**src/rtl/huff_pkg.sv**
```systemverilog
// huff_pkg: shared state encoding, table-id and sample types for the Huffman big_values sequencer.
package huff_pkg;
   typedef enum logic [2:0] {S_IDLE, S_DECODE, S_EMIT_Y, S_ZERO_X, S_ZERO_Y, S_DONE} state_t;
   localparam int MAX_SAMPLES = 576;
   localparam int SAMPLE_W = 16;
   typedef logic [4:0] tbl_t;
   typedef logic signed [SAMPLE_W-1:0] sample_t;
   localparam tbl_t TBL_ZERO = 5'd0;
endpackage

```
**src/rtl/huff_region_select.sv**
```systemverilog
// huff_region_select: maps a sample index to the Huffman table id of its region.
// An inverted region2 boundary simply leaves region 1 empty.
module huff_region_select
   import huff_pkg::*;
#(
   parameter int ADDR_W = 10
) (
   input  logic [ADDR_W-1:0] i_idx,
   input  logic [ADDR_W-1:0] i_r1_start,
   input  logic [ADDR_W-1:0] i_r2_start,
   input  tbl_t              i_sel0,
   input  tbl_t              i_sel1,
   input  tbl_t              i_sel2,
   output tbl_t              o_sel
);
   assign o_sel = (i_idx < i_r1_start) ? i_sel0 : (i_idx < i_r2_start) ? i_sel1 : i_sel2;
endmodule

```
**src/rtl/huff_region_sched.sv**
```systemverilog
// huff_region_sched: sequences big_values Huffman decoding, one bit per cycle, into the sample buffer.
// Optional macro HUFF_BITBUDGET_EN adds a consumed-bit counter that aborts the granule on budget overrun.
module huff_region_sched
   import huff_pkg::*;
#(
   parameter int DATA_W   = 16,
   parameter int ADDR_W   = 10,
   parameter int BUDGET_W = 12
) (
   input  logic                     clk,
   input  logic                     rst_n,
   input  logic                     start,
   input  logic [8:0]               big_values,
   input  logic [ADDR_W-1:0]        region1_start,
   input  logic [ADDR_W-1:0]        region2_start,
   input  logic [4:0]               table_sel0,
   input  logic [4:0]               table_sel1,
   input  logic [4:0]               table_sel2,
   input  logic [BUDGET_W-1:0]      bit_budget,
   input  logic                     axiiv,
   input  logic                     axiid,
   output logic                     axiir,
   output logic [4:0]               dec_sel,
   output logic                     dec_axiiv,
   output logic                     dec_axiid,
   input  logic                     dec_axiov,
   input  logic signed [DATA_W-1:0] dec_x,
   input  logic signed [DATA_W-1:0] dec_y,
   output logic                     wr_en,
   output logic [ADDR_W-1:0]        wr_addr,
   output logic signed [DATA_W-1:0] wr_data,
   output logic                     busy,
   output logic                     done,
   output logic                     err
);
   localparam logic [8:0] MAX_PAIRS = 9'(MAX_SAMPLES / 2);
   state_t r_state, w_next;
   logic [ADDR_W-1:0] r_idx, r_r1, r_r2;
   tbl_t r_s0, r_s1, r_s2, w_sel_cur, w_sel_nxt, w_sel_st;
   logic [8:0] r_bv, r_pair;
   logic signed [DATA_W-1:0] r_y;
   logic r_err, w_dec, w_ydone, w_last, w_over, w_fault, w_start;

   huff_region_select #(.ADDR_W(ADDR_W)) u_sel_cur (.i_idx(r_idx), .i_r1_start(r_r1), .i_r2_start(r_r2),
      .i_sel0(r_s0), .i_sel1(r_s1), .i_sel2(r_s2), .o_sel(w_sel_cur));
   huff_region_select #(.ADDR_W(ADDR_W)) u_sel_nxt (.i_idx(r_idx + ADDR_W'(2)), .i_r1_start(r_r1), .i_r2_start(r_r2),
      .i_sel0(r_s0), .i_sel1(r_s1), .i_sel2(r_s2), .o_sel(w_sel_nxt));
   huff_region_select #(.ADDR_W(ADDR_W)) u_sel_st (.i_idx('0), .i_r1_start(region1_start), .i_r2_start(region2_start),
      .i_sel0(table_sel0), .i_sel1(table_sel1), .i_sel2(table_sel2), .o_sel(w_sel_st));

   assign w_dec   = r_state == S_DECODE;
   assign w_ydone = r_state == S_EMIT_Y || r_state == S_ZERO_Y;
   assign w_last  = r_pair + 9'd1 == r_bv;
   assign w_start = r_state == S_IDLE && start;
   // overrun means a bit is offered after the budget is already spent
   assign w_fault = w_dec && axiiv && !dec_axiov && w_over;

`ifdef HUFF_BITBUDGET_EN
   logic [BUDGET_W-1:0] r_bits, r_budget;
   assign w_over = r_bits == r_budget;
   always_ff @(posedge clk) begin
      if (!rst_n) begin
         r_bits   <= '0;
         r_budget <= '0;
      end else if (w_start) begin
         r_bits   <= '0;
         r_budget <= bit_budget;
      end else if (axiir) r_bits <= r_bits + BUDGET_W'(1);
   end
`else
   logic w_unused_budget;
   assign w_unused_budget = ^bit_budget;
   assign w_over = 1'b0;
`endif

   always_comb begin
      w_next = r_state;
      case (r_state)
         S_IDLE:   if (start) w_next = (big_values == 9'd0) ? S_DONE : (w_sel_st == TBL_ZERO) ? S_ZERO_X : S_DECODE;
         S_DECODE: w_next = dec_axiov ? S_EMIT_Y : w_fault ? S_DONE : S_DECODE;
         S_EMIT_Y, S_ZERO_Y: w_next = w_last ? S_DONE : (w_sel_nxt == TBL_ZERO) ? S_ZERO_X : S_DECODE;
         S_ZERO_X: w_next = S_ZERO_Y;
         default:  w_next = S_IDLE;
      endcase
   end

   always_ff @(posedge clk) begin
      if (!rst_n) begin
         r_state <= S_IDLE;
         r_idx   <= '0;
         r_r1    <= '0;
         r_r2    <= '0;
         r_s0    <= '0;
         r_s1    <= '0;
         r_s2    <= '0;
         r_bv    <= '0;
         r_pair  <= '0;
         r_y     <= '0;
         r_err   <= 1'b0;
      end else begin
         r_state <= w_next;
         if (w_start) begin
            r_idx  <= '0;
            r_pair <= '0;
            r_err  <= 1'b0;
            r_r1   <= region1_start;
            r_r2   <= region2_start;
            r_s0   <= table_sel0;
            r_s1   <= table_sel1;
            r_s2   <= table_sel2;
            r_bv   <= (big_values > MAX_PAIRS) ? MAX_PAIRS : big_values;
         end
         if (w_dec && dec_axiov) r_y <= dec_y;
         if (w_ydone) begin
            r_idx  <= r_idx + ADDR_W'(2);
            r_pair <= r_pair + 9'd1;
         end
         if (w_fault) r_err <= 1'b1;
      end
   end

   // strobes are gated by rst_n so an aborting reset suppresses the write in flight
   assign dec_axiiv = rst_n && w_dec && axiiv && !dec_axiov && !w_over;
   assign axiir     = dec_axiiv;
   assign dec_axiid = w_dec && axiid;
   assign dec_sel   = w_sel_cur;
   assign wr_en     = rst_n && ((w_dec && dec_axiov) || w_ydone || r_state == S_ZERO_X);
   assign wr_addr   = w_ydone ? r_idx + ADDR_W'(1) : r_idx;
   assign wr_data   = (w_dec && dec_axiov) ? dec_x : (r_state == S_EMIT_Y) ? r_y : '0;
   assign busy      = r_state != S_IDLE;
   assign done      = r_state == S_DONE;
   assign err       = r_err;
endmodule
```
**config.mk**
```make
export PLATFORM = sky130hd
export DESIGN_NAME = huff_region_sched
export DESIGN_NICKNAME = d
export VERILOG_FILES = /design/src/rtl/huff_pkg.sv /design/src/rtl/huff_region_select.sv /design/src/rtl/huff_region_sched.sv
export SDC_FILE = /design/constraint.sdc
export NUM_CORES = 1
export LEC_CHECK = 0
export ABC_CLOCK_PERIOD_IN_PS = 7300
export BUFFER_PORTS_ARGS = -buffer_cell sky130_fd_sc_hd__buf_2
export CAP_MARGIN = 20
export CORE_MARGIN = 3
export CORE_UTILIZATION = 44
export CTS_BUF_LIST = sky130_fd_sc_hd__clkbuf_4 sky130_fd_sc_hd__clkbuf_8
export CTS_CLUSTER_DIAMETER = 40
export CTS_CLUSTER_SIZE = 14
export DETAILED_ROUTE_END_ITERATION = 8
export GPL_TIMING_DRIVEN = 0
export PLACE_DENSITY = 0.79
export SETUP_SLACK_MARGIN = 0.2
export SLEW_MARGIN = 10
export SYNTH_ARGS = -nofsm -noshare
export SYNTH_HDL_FRONTEND = slang
export SYNTH_HIERARCHICAL = 1
export SYNTH_SLANG_ARGS = --single-unit
export TNS_END_PERCENT = 20
```
**constraint.sdc**
```tcl
create_clock -name clk -period 7.3 [get_ports clk]
set_input_delay 0.365 -clock clk [delete_from_list [all_inputs] [get_ports clk]]
set_output_delay 0.365 -clock clk [all_outputs]
set_load 0.02 [all_outputs]
```
==> results.toml <==
[synth]
synthAdderAreaFrac_pct = 12.4
synth_enable_flop_cells = 0
synth_seq_area_share_pct = 28.7
synth_top_family_by_area = "compound AO/OA/AOI/OAI gates"
synthSimpleGateAreaFrac_pct = 21.2
ys_types = 48
synth-compound-area-share_pct = 26.7
synthMuxAreaShare_pct = 0
syn_inst = 726
synth_top_flop_cell = "dfxtp_1"
syn_area_sq_um = 5660
syn_area_per_cell_sq_um = 7.79
synth-xor-area-share_pct = 2.94
yosysWarnings = 6
synth_seq_cells = 81
synthArstFlopShare_pct = 0

[min_path]
hold_start = "dec_y[7]"
whs_endpoint = "r_y[7]"
hp-class = "in -> reg"
worstHoldPathCells = 3

[power_and_ir_drop]
ir_worst_vdd_uv = 83.0
p_leak_nw = 3.08
power_density_nw_per_um2 = 165

[clock_tree]
cts_max_level = 3
cts.clk_slew.worst_paths_ps = 80
cts_buffer_depth = 2
post_cts_buffers = 0
cts_resized = 0
clock_sinks = 81
insertion_delay_ps = 360
cts-root-buf = "clkbuf_8"
cts_tree = "yes"
cts_made_buffers = 9
holdBufCountCts = 0

[drt]
drt_pass1_iterations = 5
num_vias = 5600
drt_wl_total_um = 15900
wl_per_cell_um = 15.2
m1WireLength_um = 7080
drc = 0
final_antenna_net_count = 0
drtIter0Drc = 276
dr_wl_met2_um = 7640
vias_per_cell = 5.33
route.met3.wl_um = 965
top_layer = "met4"

[floorplanning]
initial_core_util_pct = 46.1
die_y_um = 119
ioPinCount = 132
dieWidth_um = 119
coreArea_sq_um = 12300
die_area_sq_um = 14200
rows = 40

[sta]
fin_crit_sh_pct = 46.5
hold_viol = 0
skew_ps = 8.00
slew_viol_final = 0
relSlewSlack_pct = 57.6
grt_setup_unrepaired = "no"
period_needed_ps = 3390
setup_viol = 0
tightest_slew_ps = 636
worst_slack_ps = 3910
final.setup.tns_ps = 0
max_freq_ghz = 0.295

[setup_path]
rrSetupSlack_ps = 3910
r2r-start = "r_idx[1]"
crit_arrival_ps = 3680
cp-end-kind = "flip-flop"
crit_path_start_kind = "flip-flop"
ff2ff_path_depth = 13
cp_max_fo = 8
regToRegEndpoint = "r_state[1]"
crit_required_ps = 7590
critPathKind = "reg -> reg"

[global_route]
globalRoute.totalOverflow = 0
grt_max_degree = 13
first_global_vias = 5287
antenna_found_initial = 0
grt_pass1_wl_um = 25400
track_usage_pct = 21.8

[placement]
place_ws_ps = 4050
port_buffers = 117
gp_congestion = 0.899
hpwl_um = 12500

[cells_and_area]
diodes = 0
nFillCells = 1203
layout-drive-gt1-share_pct = 18.6
layout.nets = 1028
area_growth_pct = 19.2
final_common_cell = "buf_2"
final_cell_mix = "128 x buf_2, 123 x nand2_1, 81 x dfxtp_1, 63 x inv_1"

[job]
cap_violations = 0

[status]
outcome = "finished clean"
==> logic make-up after synthesis <==
logic type                 Yosys count
buffers and inverters              110
AOI/OAI and AO/OA                  211
and+or+nand+nor                    248
adders and majority gates           56
DFF                                 81
other                                1
xor gates and xnor gates            19
==> metal layers <==
layer  vias to the layer above  GRT usage [%]
li1                       2827              -
met1                      2573           29.0
met2                       177           36.6
met3                        23           3.51
met4                         0           6.23
met5                         -              0
==> worst max path at each step <==
| stage | depth (start not counted) | endpoint | startpoint |
|---|---|---|---|
| 3_3_place_gp | 13 | r_state[1] | r_idx[1] |
| 6_report | 13 | r_state[1] | r_idx[1] |
| 2_1_floorplan | 13 | r_state[1] | r_idx[1] |
| 3_5_place_dp | 13 | r_state[1] | r_idx[1] |
| 4_1_cts | 13 | r_state[1] | r_idx[1] |
| 5_1_grt | 13 | r_state[1] | r_idx[1] |
==> worst max-delay path, cell delays in order (launching register included) <==
cell	delay, ps
dfxtp_1	530
ha_1	290
and3_1	240
nand3_1	110
xnor2_1	420
ha_1	340
a21oi_1	150
o21ai_0	130
a31o_2	270
o21ai_0	170
a31oi_1	100
nor3_1	260
nand4_1	130
a31oi_1	180
==> state kept, by name, indices dropped and copies added (netlist names) <==
name and count:
r_bv 9, r_idx 9, r_pair 9, r_r1 10
r_r2 10, r_s0 5, r_s1 5, r_s2 5
r_state 3, r_y 16
==> report_power, final <==
part           internal, mW  switching [mW]  leakage (nW)
Sequential            0.463          0.0177         0.660
Combinational         0.116           0.175          2.32
Clock                 0.178           0.164         0.106
Total                 0.757           0.357          3.08
==> final cells by class <==
cell class	count	area, sq um	share of cell area [%]
Clock buffer	12	159	2.36
Inverter	64	240	3.56
Sequential cell	81	1620	24.1
Buffer	46	213	3.16
Clock inverter	3	40.0	0.594
Multi-Input combinational cell	559	3670	54.5
Timing Repair Buffer	117	586	8.69
Tap cell	168	210	3.12
==> per-stage QoR <==
step	utilization [%]	instance area [sq um]	instances	hold WS (ps)	power (mW)
2_1_floorplan	-	5750	750	443	0.680
3_3_place_gp	53.3	6540	1035	456	0.768
3_5_place_dp	53.3	6540	1035	460	0.774
4_1_cts	55.0	6740	1050	235	1.11
5_1_grt	55.0	6740	1050	246	1.17
6_report	55.0	6740	1050	242	1.11
==> synth_stat cells, types with 13 or more instances <==
cell type	number	area [sq um]
a22o_1	16	140
a21boi_0	56	420
o21ai_0	30	150
inv_1	63	236
a22oi_1	13	97.6
a21o_1	14	105
xnor2_1	13	114
a211oi_1	15	113
a21oi_1	23	115
nor2b_1	16	100
nand2_1	123	462
a31oi_1	20	125
ha_1	56	701
nand3_1	29	145
clkbuf_1	24	90.1
dfxtp_1	81	1620
nor2_1	18	67.6
Note: power is estimated with default switching activity, not from simulation.
